--- config.mk ---
export PLATFORM = sky130hd
export DESIGN_NAME = sar_readout
export DESIGN_NICKNAME = d
export VERILOG_FILES = /design/src/rtl/sar_readout_pkg.sv /design/src/rtl/sar_sync_fifo.sv /design/src/rtl/sar_readout.sv
export SDC_FILE = /design/constraint.sdc
export NUM_CORES = 1
export LEC_CHECK = 0
export ABC_AREA = 1
export CORE_ASPECT_RATIO = 0.9
export CORE_MARGIN = 2
export CORE_UTILIZATION = 35
export CTS_CLUSTER_DIAMETER = 80
export DETAILED_ROUTE_END_ITERATION = 6
export GPL_TIMING_DRIVEN = 0
export PLACE_DENSITY = 0.57
export SYNTH_ARGS = -nofsm -noshare
export SYNTH_HDL_FRONTEND = slang
export SYNTH_SLANG_ARGS = --single-unit
--- constraint.sdc ---
create_clock -name CLK -period 4.7 [get_ports CLK]
set_clock_uncertainty 0.05 [all_clocks]
set_input_delay 1.175 -clock CLK [delete_from_list [all_inputs] [get_ports CLK]]
set_output_delay 1.175 -clock CLK [all_outputs]
set_load 0.01 [all_outputs]
--- src/rtl/sar_readout_pkg.sv ---
// Shared definitions for the SAR readout block: data width, serializer
// state encoding, synchroniser depth and a small sizing helper.
package sar_readout_pkg;

    localparam int DATA_W      = 8;
    localparam int SYNC_STAGES = 2;

    typedef enum logic [1:0] {
        IDLE  = 2'd0,
        SHIFT = 2'd1,
        GAP   = 2'd2
    } rd_state_t;

    // Width of a counter that must hold values 0..n-1 (never narrower than 1 bit).
    function automatic int cnt_width(input int n);
        if (n > 1) begin
            return $clog2(n);
        end else begin
            return 1;
        end
    endfunction

endpackage

--- src/rtl/sar_sync_fifo.sv ---
// Single-clock FIFO, DEPTH x WIDTH, with registered occupancy count.
// Ports:
//   clk, rst_n    clock and asynchronous active-low reset
//   clr           synchronous flush (pointers and level to zero)
//   push, wdata   write request and data; ignored when full unless popping
//   pop, rdata    read request; rdata shows the head word combinationally
//   full, empty   occupancy flags derived from the pointers
//   level         registered number of stored words
module sar_sync_fifo
    import sar_readout_pkg::*;
#(
    parameter int DEPTH = 4,
    parameter int WIDTH = DATA_W
) (
    input  logic                    clk,
    input  logic                    rst_n,
    input  logic                    clr,
    input  logic                    push,
    input  logic                    pop,
    input  logic [WIDTH-1:0]        wdata,
    output logic [WIDTH-1:0]        rdata,
    output logic                    full,
    output logic                    empty,
    output logic [$clog2(DEPTH):0]  level
);

    localparam int AW = $clog2(DEPTH);
    localparam logic [AW:0] PTR_ONE = (AW+1)'(1);

    logic [AW:0]      wr_ptr_r;
    logic [AW:0]      rd_ptr_r;
    logic [AW:0]      level_r;
    logic [WIDTH-1:0] mem_r [DEPTH];
    logic             full_s;
    logic             empty_s;
    logic             do_push_s;
    logic             do_pop_s;

    // Pointers carry one extra wrap bit: equal pointers mean empty, equal
    // indices with differing wrap bits mean full.
    assign empty_s   = (wr_ptr_r == rd_ptr_r);
    assign full_s    = (wr_ptr_r[AW] != rd_ptr_r[AW]) &&
                       (wr_ptr_r[AW-1:0] == rd_ptr_r[AW-1:0]);
    assign do_pop_s  = pop & ~empty_s & ~clr;
    // A pop in the same cycle frees the slot, so a push at full is still taken.
    assign do_push_s = push & ~clr & (~full_s | do_pop_s);

    assign rdata = mem_r[rd_ptr_r[AW-1:0]];
    assign full  = full_s;
    assign empty = empty_s;
    assign level = level_r;

    // Pointer and occupancy registers.
    always_ff @(posedge clk or negedge rst_n) begin
        if (!rst_n) begin
            wr_ptr_r <= {(AW+1){1'b0}};
            rd_ptr_r <= {(AW+1){1'b0}};
            level_r  <= {(AW+1){1'b0}};
        end else if (clr) begin
            wr_ptr_r <= {(AW+1){1'b0}};
            rd_ptr_r <= {(AW+1){1'b0}};
            level_r  <= {(AW+1){1'b0}};
        end else begin
            if (do_push_s) begin
                wr_ptr_r <= wr_ptr_r + PTR_ONE;
            end else begin
                wr_ptr_r <= wr_ptr_r;
            end
            if (do_pop_s) begin
                rd_ptr_r <= rd_ptr_r + PTR_ONE;
            end else begin
                rd_ptr_r <= rd_ptr_r;
            end
            if (do_push_s && !do_pop_s) begin
                level_r <= level_r + PTR_ONE;
            end else if (!do_push_s && do_pop_s) begin
                level_r <= level_r - PTR_ONE;
            end else begin
                level_r <= level_r;
            end
        end
    end

    // Storage array; contents need no reset since the pointers gate reads.
    always_ff @(posedge clk) begin
        if (do_push_s) begin
            mem_r[wr_ptr_r[AW-1:0]] <= wdata;
        end
    end

endmodule

--- src/rtl/sar_readout.sv ---
// Captures SAR conversion words on the CKO strobe, buffers them and sends
// each word MSB-first over an SPI mode-0 link.
// Ports:
//   CLK, RST_N   system clock, asynchronous active-low reset
//   EN           block enable; low flushes the FIFO, OVF and any frame
//   CKO          asynchronous conversion-done strobe
//   DATA[0:7]    conversion word, DATA[0] is the MSB
//   CS_N/SCK/SDO serial link, SCK idles low
//   LEVEL        FIFO occupancy
//   OVF          sticky flag: a word was dropped on a full FIFO
module sar_readout
    import sar_readout_pkg::*;
#(
    parameter int FIFO_DEPTH = 4,
    parameter int SCK_DIV    = 2
) (
    input  logic                         CLK,
    input  logic                         RST_N,
    input  logic                         EN,
    input  logic                         CKO,
    input  logic [0:DATA_W-1]            DATA,
    output logic                         CS_N,
    output logic                         SCK,
    output logic                         SDO,
    output logic [$clog2(FIFO_DEPTH):0]  LEVEL,
    output logic                         OVF
);

    localparam int               DIV_W   = cnt_width(SCK_DIV);
    localparam logic [DIV_W-1:0] DIV_MAX = DIV_W'(SCK_DIV - 1);
    localparam logic [DIV_W-1:0] DIV_ONE = DIV_W'(1);

    logic [SYNC_STAGES-1:0] sync_r;
    logic                   cko_d_r;
    logic                   edge_s;
    logic                   push_r;
    logic [DATA_W-1:0]      cap_data_r;
    logic                   clr_s;
    logic                   full_s;
    logic                   empty_s;
    logic [DATA_W-1:0]      head_s;
    logic                   pop_s;
    logic                   ovf_r;

    rd_state_t              state_r, state_nxt_s;
    logic                   cs_n_r, cs_n_nxt_s;
    logic                   sck_r, sck_nxt_s;
    logic                   sdo_r, sdo_nxt_s;
    logic [DATA_W-1:0]      sr_r, sr_nxt_s;
    logic [2:0]             bit_r, bit_nxt_s;
    logic [DIV_W-1:0]       div_r, div_nxt_s;

    assign clr_s  = ~EN;
    assign edge_s = sync_r[SYNC_STAGES-1] & ~cko_d_r;

    // CKO synchroniser, edge-detect flop and capture register. The push is
    // registered so the FIFO write lands three edges after CKO is sampled.
    always_ff @(posedge CLK or negedge RST_N) begin
        if (!RST_N) begin
            sync_r     <= {SYNC_STAGES{1'b0}};
            cko_d_r    <= 1'b0;
            push_r     <= 1'b0;
            cap_data_r <= {DATA_W{1'b0}};
        end else if (clr_s) begin
            sync_r     <= {SYNC_STAGES{1'b0}};
            cko_d_r    <= 1'b0;
            push_r     <= 1'b0;
            cap_data_r <= {DATA_W{1'b0}};
        end else begin
            sync_r  <= {sync_r[SYNC_STAGES-2:0], CKO};
            cko_d_r <= sync_r[SYNC_STAGES-1];
            push_r  <= edge_s;
            if (edge_s) begin
                cap_data_r <= DATA;   // DATA[0] lands in the MSB
            end else begin
                cap_data_r <= cap_data_r;
            end
        end
    end

    sar_sync_fifo #(
        .DEPTH (FIFO_DEPTH),
        .WIDTH (DATA_W)
    ) u_fifo (
        .clk   (CLK),
        .rst_n (RST_N),
        .clr   (clr_s),
        .push  (push_r),
        .pop   (pop_s),
        .wdata (cap_data_r),
        .rdata (head_s),
        .full  (full_s),
        .empty (empty_s),
        .level (LEVEL)
    );

    // Sticky overflow: set only when a push meets a full FIFO with no pop.
    always_ff @(posedge CLK or negedge RST_N) begin
        if (!RST_N) begin
            ovf_r <= 1'b0;
        end else if (clr_s) begin
            ovf_r <= 1'b0;
        end else if (push_r && full_s && !pop_s) begin
            ovf_r <= 1'b1;
        end else begin
            ovf_r <= ovf_r;
        end
    end

    // Serializer state and output registers.
    always_ff @(posedge CLK or negedge RST_N) begin
        if (!RST_N) begin
            state_r <= IDLE;
            cs_n_r  <= 1'b1;
            sck_r   <= 1'b0;
            sdo_r   <= 1'b0;
            sr_r    <= {DATA_W{1'b0}};
            bit_r   <= 3'd0;
            div_r   <= {DIV_W{1'b0}};
        end else begin
            state_r <= state_nxt_s;
            cs_n_r  <= cs_n_nxt_s;
            sck_r   <= sck_nxt_s;
            sdo_r   <= sdo_nxt_s;
            sr_r    <= sr_nxt_s;
            bit_r   <= bit_nxt_s;
            div_r   <= div_nxt_s;
        end
    end

    // Serializer next-state: IDLE pops a word, SHIFT toggles SCK every
    // SCK_DIV cycles and advances SDO on falling edges, GAP holds CS_N high.
    always_comb begin
        state_nxt_s = state_r;
        cs_n_nxt_s  = cs_n_r;
        sck_nxt_s   = sck_r;
        sdo_nxt_s   = sdo_r;
        sr_nxt_s    = sr_r;
        bit_nxt_s   = bit_r;
        div_nxt_s   = div_r;
        pop_s       = 1'b0;
        if (!EN) begin
            state_nxt_s = IDLE;
            cs_n_nxt_s  = 1'b1;
            sck_nxt_s   = 1'b0;
            sdo_nxt_s   = 1'b0;
            sr_nxt_s    = {DATA_W{1'b0}};
            bit_nxt_s   = 3'd0;
            div_nxt_s   = {DIV_W{1'b0}};
        end else begin
            case (state_r)
                IDLE: begin
                    if (!empty_s) begin
                        pop_s       = 1'b1;
                        sr_nxt_s    = head_s;
                        cs_n_nxt_s  = 1'b0;
                        sck_nxt_s   = 1'b0;
                        sdo_nxt_s   = head_s[DATA_W-1];
                        bit_nxt_s   = 3'd0;
                        div_nxt_s   = {DIV_W{1'b0}};
                        state_nxt_s = SHIFT;
                    end else begin
                        cs_n_nxt_s  = 1'b1;
                        sck_nxt_s   = 1'b0;
                        sdo_nxt_s   = 1'b0;
                    end
                end
                SHIFT: begin
                    if (div_r == DIV_MAX) begin
                        div_nxt_s = {DIV_W{1'b0}};
                        if (!sck_r) begin
                            sck_nxt_s = 1'b1;
                        end else begin
                            sck_nxt_s = 1'b0;
                            // Counter wraps 7 -> 0 on the last falling edge.
                            bit_nxt_s = bit_r + 3'd1;
                            if (bit_r == 3'd7) begin
                                state_nxt_s = GAP;
                                cs_n_nxt_s  = 1'b1;
                                sdo_nxt_s   = 1'b0;
                            end else begin
                                sr_nxt_s  = {sr_r[DATA_W-2:0], 1'b0};
                                sdo_nxt_s = sr_r[DATA_W-2];
                            end
                        end
                    end else begin
                        div_nxt_s = div_r + DIV_ONE;
                    end
                end
                GAP: begin
                    if (div_r == DIV_MAX) begin
                        div_nxt_s   = {DIV_W{1'b0}};
                        state_nxt_s = IDLE;
                    end else begin
                        div_nxt_s = div_r + DIV_ONE;
                    end
                end
                default: begin
                    state_nxt_s = IDLE;
                    cs_n_nxt_s  = 1'b1;
                    sck_nxt_s   = 1'b0;
                    sdo_nxt_s   = 1'b0;
                    div_nxt_s   = {DIV_W{1'b0}};
                end
            endcase
        end
    end

    assign CS_N = cs_n_r;
    assign SCK  = sck_r;
    assign SDO  = sdo_r;
    assign OVF  = ovf_r;

endmodule

-- Word-level counts from Yosys, hierarchy flattened
Memories as Yosys holds them, arrays and structs flattened.
Index checks and enable logic that the tools add are counted.
- output and inout bits: 7
- memories kept: 1
- memory bits (writable): 32
- bits in registers: 38
- memory list (name ; depth ; width ; rd ports ; clocked after memory_dff ; write ports ; RTL line ; text):
    u_fifo.mem_r ; 4 ; 8 ; 1 ; 0 ; 1 ; sar_sync_fifo.sv:33 ; logic [WIDTH-1:0] mem_r [DEPTH];
- equality and inequality tests: 19
- bitwise logic cells: 9
- add/sub/neg operators: 6
- muxes and demuxes: 57
- reductions and logical operators: 16
- operators with widths (cell ; count):
    $mux 7 ; 5
    $mux 3 ; 11
    $mux 1 ; 25
    $ne 3x3->1 const B ; 6
    $mux 8 ; 2
    $mux 2 ; 7
    $pmux 7 s2 ; 1
    $add 3x1->3 const B ; 4
    $reduce_and 5->1 ; 2
    $ne 2x1->1 const B ; 4
    $reduce_and 4->1 ; 2
    $ne 3x1->1 const B ; 2
    $pmux 1 s3 ; 2
    $pmux 2 s3 ; 1
    $pmux 3 s2 ; 1
    $and 1x1->1 ; 5
    $logic_and 1x1->1 ; 5
    $pmux 1 s2 ; 2
    $eq 3x3->1 ; 1
    $eq 3x3->1 const B ; 1
    $logic_not 1->1 ; 3
    $not 1->1 ; 3
    $reduce_and 3->1 ; 1
    $sub 3x1->3 const B ; 1
    10 further kinds ; 10

-- Logic depth before layout (Yosys ltp)
- word-level depth: 13
- depth in mapped cells: 16

-- Modules after synthesis
From an unflattened synthesis, not the netlist that was laid out.
- cells, all modules: 349
- area total of the unflattened synthesis: 3404.5 µm²
- by module, submodules not included (module ; area an instance (µm²) ; instances ; cells each):
    sar_sync_fifo ; 1898.1 ; 1 ; 164
    sar_readout ; 1506.4 ; 1 ; 185

-- Worst setup path after synthesis
Ideal clock, no wire load.
- path type: input port to flip-flop
- start point: input port EN
- end point: register u_fifo.level_r[2] (netlist: u_fifo.level[2])
- setup time: 117 ps
- stages: 13
- data required time: 4533 ps
- path slack: 2044 ps
- arrival: 2490 ps
- path through: nand2_1 > inv_1 > nor2_1 > nand2_1 > nand3_2 > inv_1 > fa_1 > xnor2_1 > inv_1 > nand2_1 > nand2_1 > nand2_1 > nand2_1
- cells in the longest elaborated chain, start to end: 8
- RTL lines (item ; RTL line ; text):
    start, declared ; sar_readout.sv:19 ; input logic EN,
    $mux 1 ; sar_readout.sv:142 ; if (!EN) begin
    $and 1x1->1 (2 in a row) ; sar_sync_fifo.sv:44 ; assign do_pop_s = pop & ~empty_s & ~clr;
    $or 1x1->1 ; sar_sync_fifo.sv:46 ; assign do_push_s = push & ~clr & (~full_s | do_pop_s);
    $and 1x1->1 ; sar_sync_fifo.sv:46 ;
    $logic_not 1->1 / $logic_and 1x1->1 (equally long branches) ; sar_sync_fifo.sv:76, sar_sync_fifo.sv:74 ;
    $logic_and 1x1->1 / $mux 3 (equally long branches) ; sar_sync_fifo.sv:76, sar_sync_fifo.sv:74 ;
    $ne 3x1->1 (no source line) / $mux 3 (equally long branches) ; -- ;
    end signal, assigned ; sar_sync_fifo.sv:75 ; level_r <= level_r + PTR_ONE;
    end signal, assigned ; sar_sync_fifo.sv:77 ; level_r <= level_r - PTR_ONE;
    end signal, assigned ; sar_sync_fifo.sv:79 ; level_r <= level_r;
    end, declared ; sar_sync_fifo.sv:32 ; logic [AW:0] level_r;
Several ways; a longest one is shown, not always the timed one.
A chain may end at the register's enable or synchronous reset.

-- Worst setup path after layout
- start point: input port EN
- end point: memory u_fifo.mem_r[3][2] in the netlist's numbering, enable pin
- cells in the longest elaborated chain, start to end: 7
- RTL lines (item ; RTL line ; text):
    $mux 1 ; sar_readout.sv:142 ;
    $and 1x1->1 (2 in a row) ; sar_sync_fifo.sv:44 ;
    $or 1x1->1 ; sar_sync_fifo.sv:46 ;
    $and 1x1->1 (*) ; sar_sync_fifo.sv:46 ;
    $mux 1 (*) ; sar_sync_fifo.sv:86 ; if (do_push_s) begin
    $mux 1 (implied by the code) (*) ; sar_sync_fifo.sv:87 ; mem_r[wr_ptr_r[AW-1:0]] <= wdata;
    end, declared ; sar_sync_fifo.sv:33 ;
Every way passes the cells marked *; elsewhere a longest branch is shown, timed or not.

==> impl_metrics.yaml <==
sta:
  worst_hold_slack_ns: 0.397
  report.final.slew_viol_count: 0
  rsz0062_at_grt: "false"
  setup_slack_ns: 1.67
  setup_total_negative_slack_ns: 0
  finalSetupViolations: 0
  finalWorstPathRequiredPeriod_ns: 3.03
  slew_worst_pin_ns: 0.872
  max_freq_mhz: 330
  timing.slew.headroom_pct: 41.7
  final-hold-violation-count: 0
  layout_worst_path_cycle_share_pct: 64.6
power_and_ir_drop:
  p_leak_nw: 1.70
  vdd_ir_drop_max_mv: 0.167
  total_power_w: 0.00165
  power_per_cell_area_nw_per_um2: 436
global_route:
  grt_start_max_net_pins: 21
  globalRouteTotalUtil_pct: 14.1
  grt_pass1_vias: 2266
  globalRouteOverflowTotal: 0
  grt_antenna_before_repair: 0
  grt_first_pass_wirelength_mm: 10.8
drt:
  drt_iter0_markers: 101
  wl_per_cell_um: 12.7
  remaining_drc_errors: 0
  firstDrtPassIters: 4
  route.antenna.remaining_nets: 0
  post_drt_via_cell_ratio: 4.56
  finalWirelength_mm: 6.25
  detailroute.via_count: 2244
layout:
  filler_cell_count: 921
  insertedDiodeCount: 0
  finish.instance_area_um2: 3770
  ff_latch_area_um2: 1910
  multi_input_comb_area_um2: 1070
  nNetsFinal: 388
  synthToLayoutAreaGrowth_pct: 18.2
  drive_gt1_share_pct: 9.73
job:
  max_cap_violations: 0
worst_hold_path:
  hold_start: "sync_r[0]$_DFF_PN0_"
  hold_depth: 2
  hold_path_end: "sync_r[1]$_DFF_PN0_"
  hold_class: "reg -> reg"
clocking:
  cts-hold-fix-buffers: 0
  post_cts_buffers: 0
  ctsLongestPathBuffers: 2
  worst_setup_hold_path_clk_slew_ns: 0.08
  cts_made_buffers: 9
  clk_root_buffer_cell: "clkbuf_8"
  clock_latency_at_the_later_pin_of_the_worst_skew_pair_ns: 0.35
  clock_sink_count: 70
  cts.htree.levels: 3
  clock_tree_from_tritoncts: "built"
  ctsResizeCount: 0
setup_path:
  setup.worst_path.end_class: "flip-flop"
  reg2reg_setup_slack_ns: 2.35
  critical_path.reg2reg.startpoint: "state_r[0]$_DFFE_PN0P_"
  worstSetupPathDepth: 7
  required_ns: 4.63
  startpoint_type: "input port"
  worst-r2r-cell-count: 15
  worst-endpoint-arrival_ns: 2.97
  critical_path_class: "in -> reg"
  worst_path_dominant_cell_family: "simple AND/OR/NAND/NOR gates"
  critical-path-max-stage-delay_ns: 0.68
  path_buf_inv: 2
  slowest_stage_cell_crit_path: "nor2_1"
  cp_max_fo: 9
  timing.critical_path.cells: "clkdlybuf4s50_1, nand2_1, inv_1, nor2_1, nand2_1, nand2_2, nor2_1"
  worstReg2RegEnd: "u_fifo.level[2]$_DFFE_PN0P_"
synth:
  synth_area_leaders: "edfxtp_1 (30%), dfrtp_1 (29%), nand2_1 (11%)"
  yosys_register_bits: 70
  ys_warn_count: 0
  postSynthNetCount: 358
  syn_avg_cell_area_um2: 9.53
  yosysTopAreaCell: "edfxtp_1"
  synthCells: 335
  top_area_cell_type_share_of_the_netlist_area_pct: 30.1
  yosysSeqAreaShare_pct: 59.9
  synth_cell_type_count: 27
  netlist_area_um2: 3190
placement:
  count_of_buffers_from_port_buffering: 18
  placedInstanceArea_um2: 3550
  sum_of_net_half_perimeters_after_detailed_placement_mm: 4.38
  place.gp.congestion: 0.803
  post-place-ws_ns: 1.26
die:
  design.portCount: 19
  initial_utilization_pct: 35.5
  num_rows: 33
  floorplan.die.width_um: 105
  die_h_um: 94.6
  core_area_um2: 9000
  die_area_um2: 9900
run_status:
  status: "finished clean"
[sequential cells by signal, indices dropped and copies added, names as in the netlist, 2 cells and up]
register         cells
u_fifo.rd_ptr_r      3
u_fifo.wr_ptr_r      3
state_r              2
sync_r               2
u_fifo.mem_r        32
u_fifo.level         3
sr_r                 7
bit_r                3
cap_data_r           8
[cells in the mapped netlist]
library cell,instances
o21ai_0,36
xnor2_1,1
nand4_1,1
buf_4,1
dfstp_2,1
dfrtp_1,37
buf_6,3
nand2_1,93
o21ai_1,1
nor2_1,27
o21a_1,1
inv_1,39
buf_2,3
fa_1,1
inv_2,2
a21oi_1,9
nand3b_1,1
nor2_2,4
nor3_1,1
ha_1,10
nand3_1,20
nand3_2,2
o22ai_1,6
nor3_4,1
edfxtp_1,32
clkbuf_1,1
nand2_2,1
[worst max-delay path by stage]
| stage | endpoint | slack [ns] | from |
|---|---|---|---|
| 3_5_place_dp | u_fifo.mem_r[3][4]$_DFFE_PP_ | 1.26 | EN |
| 4_1_cts | u_fifo.mem_r[3][5]$_DFFE_PP_ | 1.64 | EN |
| 2_1_floorplan | u_fifo.level[2]$_DFFE_PN0P_ | 2.04 | EN |
| 6_report | u_fifo.mem_r[3][2]$_DFFE_PP_ | 1.67 | EN |
| 3_3_place_gp | u_fifo.mem_r[3][4]$_DFFE_PP_ | 1.28 | EN |
| 5_1_grt | u_fifo.mem_r[3][2]$_DFFE_PP_ | 1.46 | EN |
[area by class of cell]
class | count | area share [%]
multi-input cells | 216 | 28.2
clock inverters | 6 | 2.02
inverters | 41 | 4.08
well taps | 122 | 4.05
repair buffers | 19 | 5.37
flip-flops and latches | 70 | 50.7
plain buffers | 8 | 1.59
clock buffers | 10 | 3.95
[layout by cell type (no fill, tap or decap), types with 2 or more instances in the layout]
cell | Yosys | routed
nor2_2 | 4 | 4
o21ai_0 | 36 | 36
dfrtp_1 | 37 | 37
inv_2 | 2 | 2
nand3_1 | 20 | 20
nand2_1 | 93 | 93
buf_2 | 3 | 4
clkdlybuf4s50_1 | 0 | 17
nor2_1 | 27 | 27
clkbuf_8 | 0 | 9
clkinv_4 | 0 | 3
a21oi_1 | 9 | 9
ha_1 | 10 | 10
buf_6 | 3 | 3
nand3_2 | 2 | 2
inv_1 | 39 | 39
edfxtp_1 | 32 | 32
o22ai_1 | 6 | 6
[per-layer routing]
layer  track usage, %  up-vias  wire [um]
met2             22.8       39       2860
li1                 -     1157          -
met1             18.0     1038       3040
met5                0        -          0
met3             4.21       10        262
met4             5.56        0         92
[through the flow]
step / cells / utilization [%]
after floorplan: 335 / -
after global placement: 475 / 39.2
after detailed placement: 476 / 39.4
after CTS: 492 / 41.9
after global routing: 492 / 41.9
final: 492 / 41.9
[logic make-up after synthesis]
kind of cell	Yosys count	synth area share, %
AOI/OAI and AO/OA	53	8.62
DFF	70	59.9
adders and majority gates	11	4.55
buffers and inverters	49	6.70
and+or+nand+nor	151	19.9
xor gates and xnor gates	1	0.274
[where the power goes]
part | switching, W | leakage (nW) | internal, W | total (W)
Sequential | 0.0000310 | 0.824 | 0.000687 | 0.000718
Clock | 0.000251 | 0.114 | 0.000285 | 0.000537
Combinational | 0.000238 | 0.764 | 0.000153 | 0.000391
[worst reg2reg max path, cell delays in order (launching register included)]
cell	delay [ns]
dfrtp_1	0.38
inv_1	0.07
ha_1	0.24
nand2_1	0.13
inv_1	0.08
nor2_1	0.14
nand2_1	0.11
nand3_2	0.14
inv_1	0.07
fa_1	0.38
xnor2_1	0.20
inv_1	0.06
nand2_1	0.06
nand2_1	0.05
nand2_1	0.06
nand2_1	0.04
No activity file was read; power rests on OpenSTA's default activity.
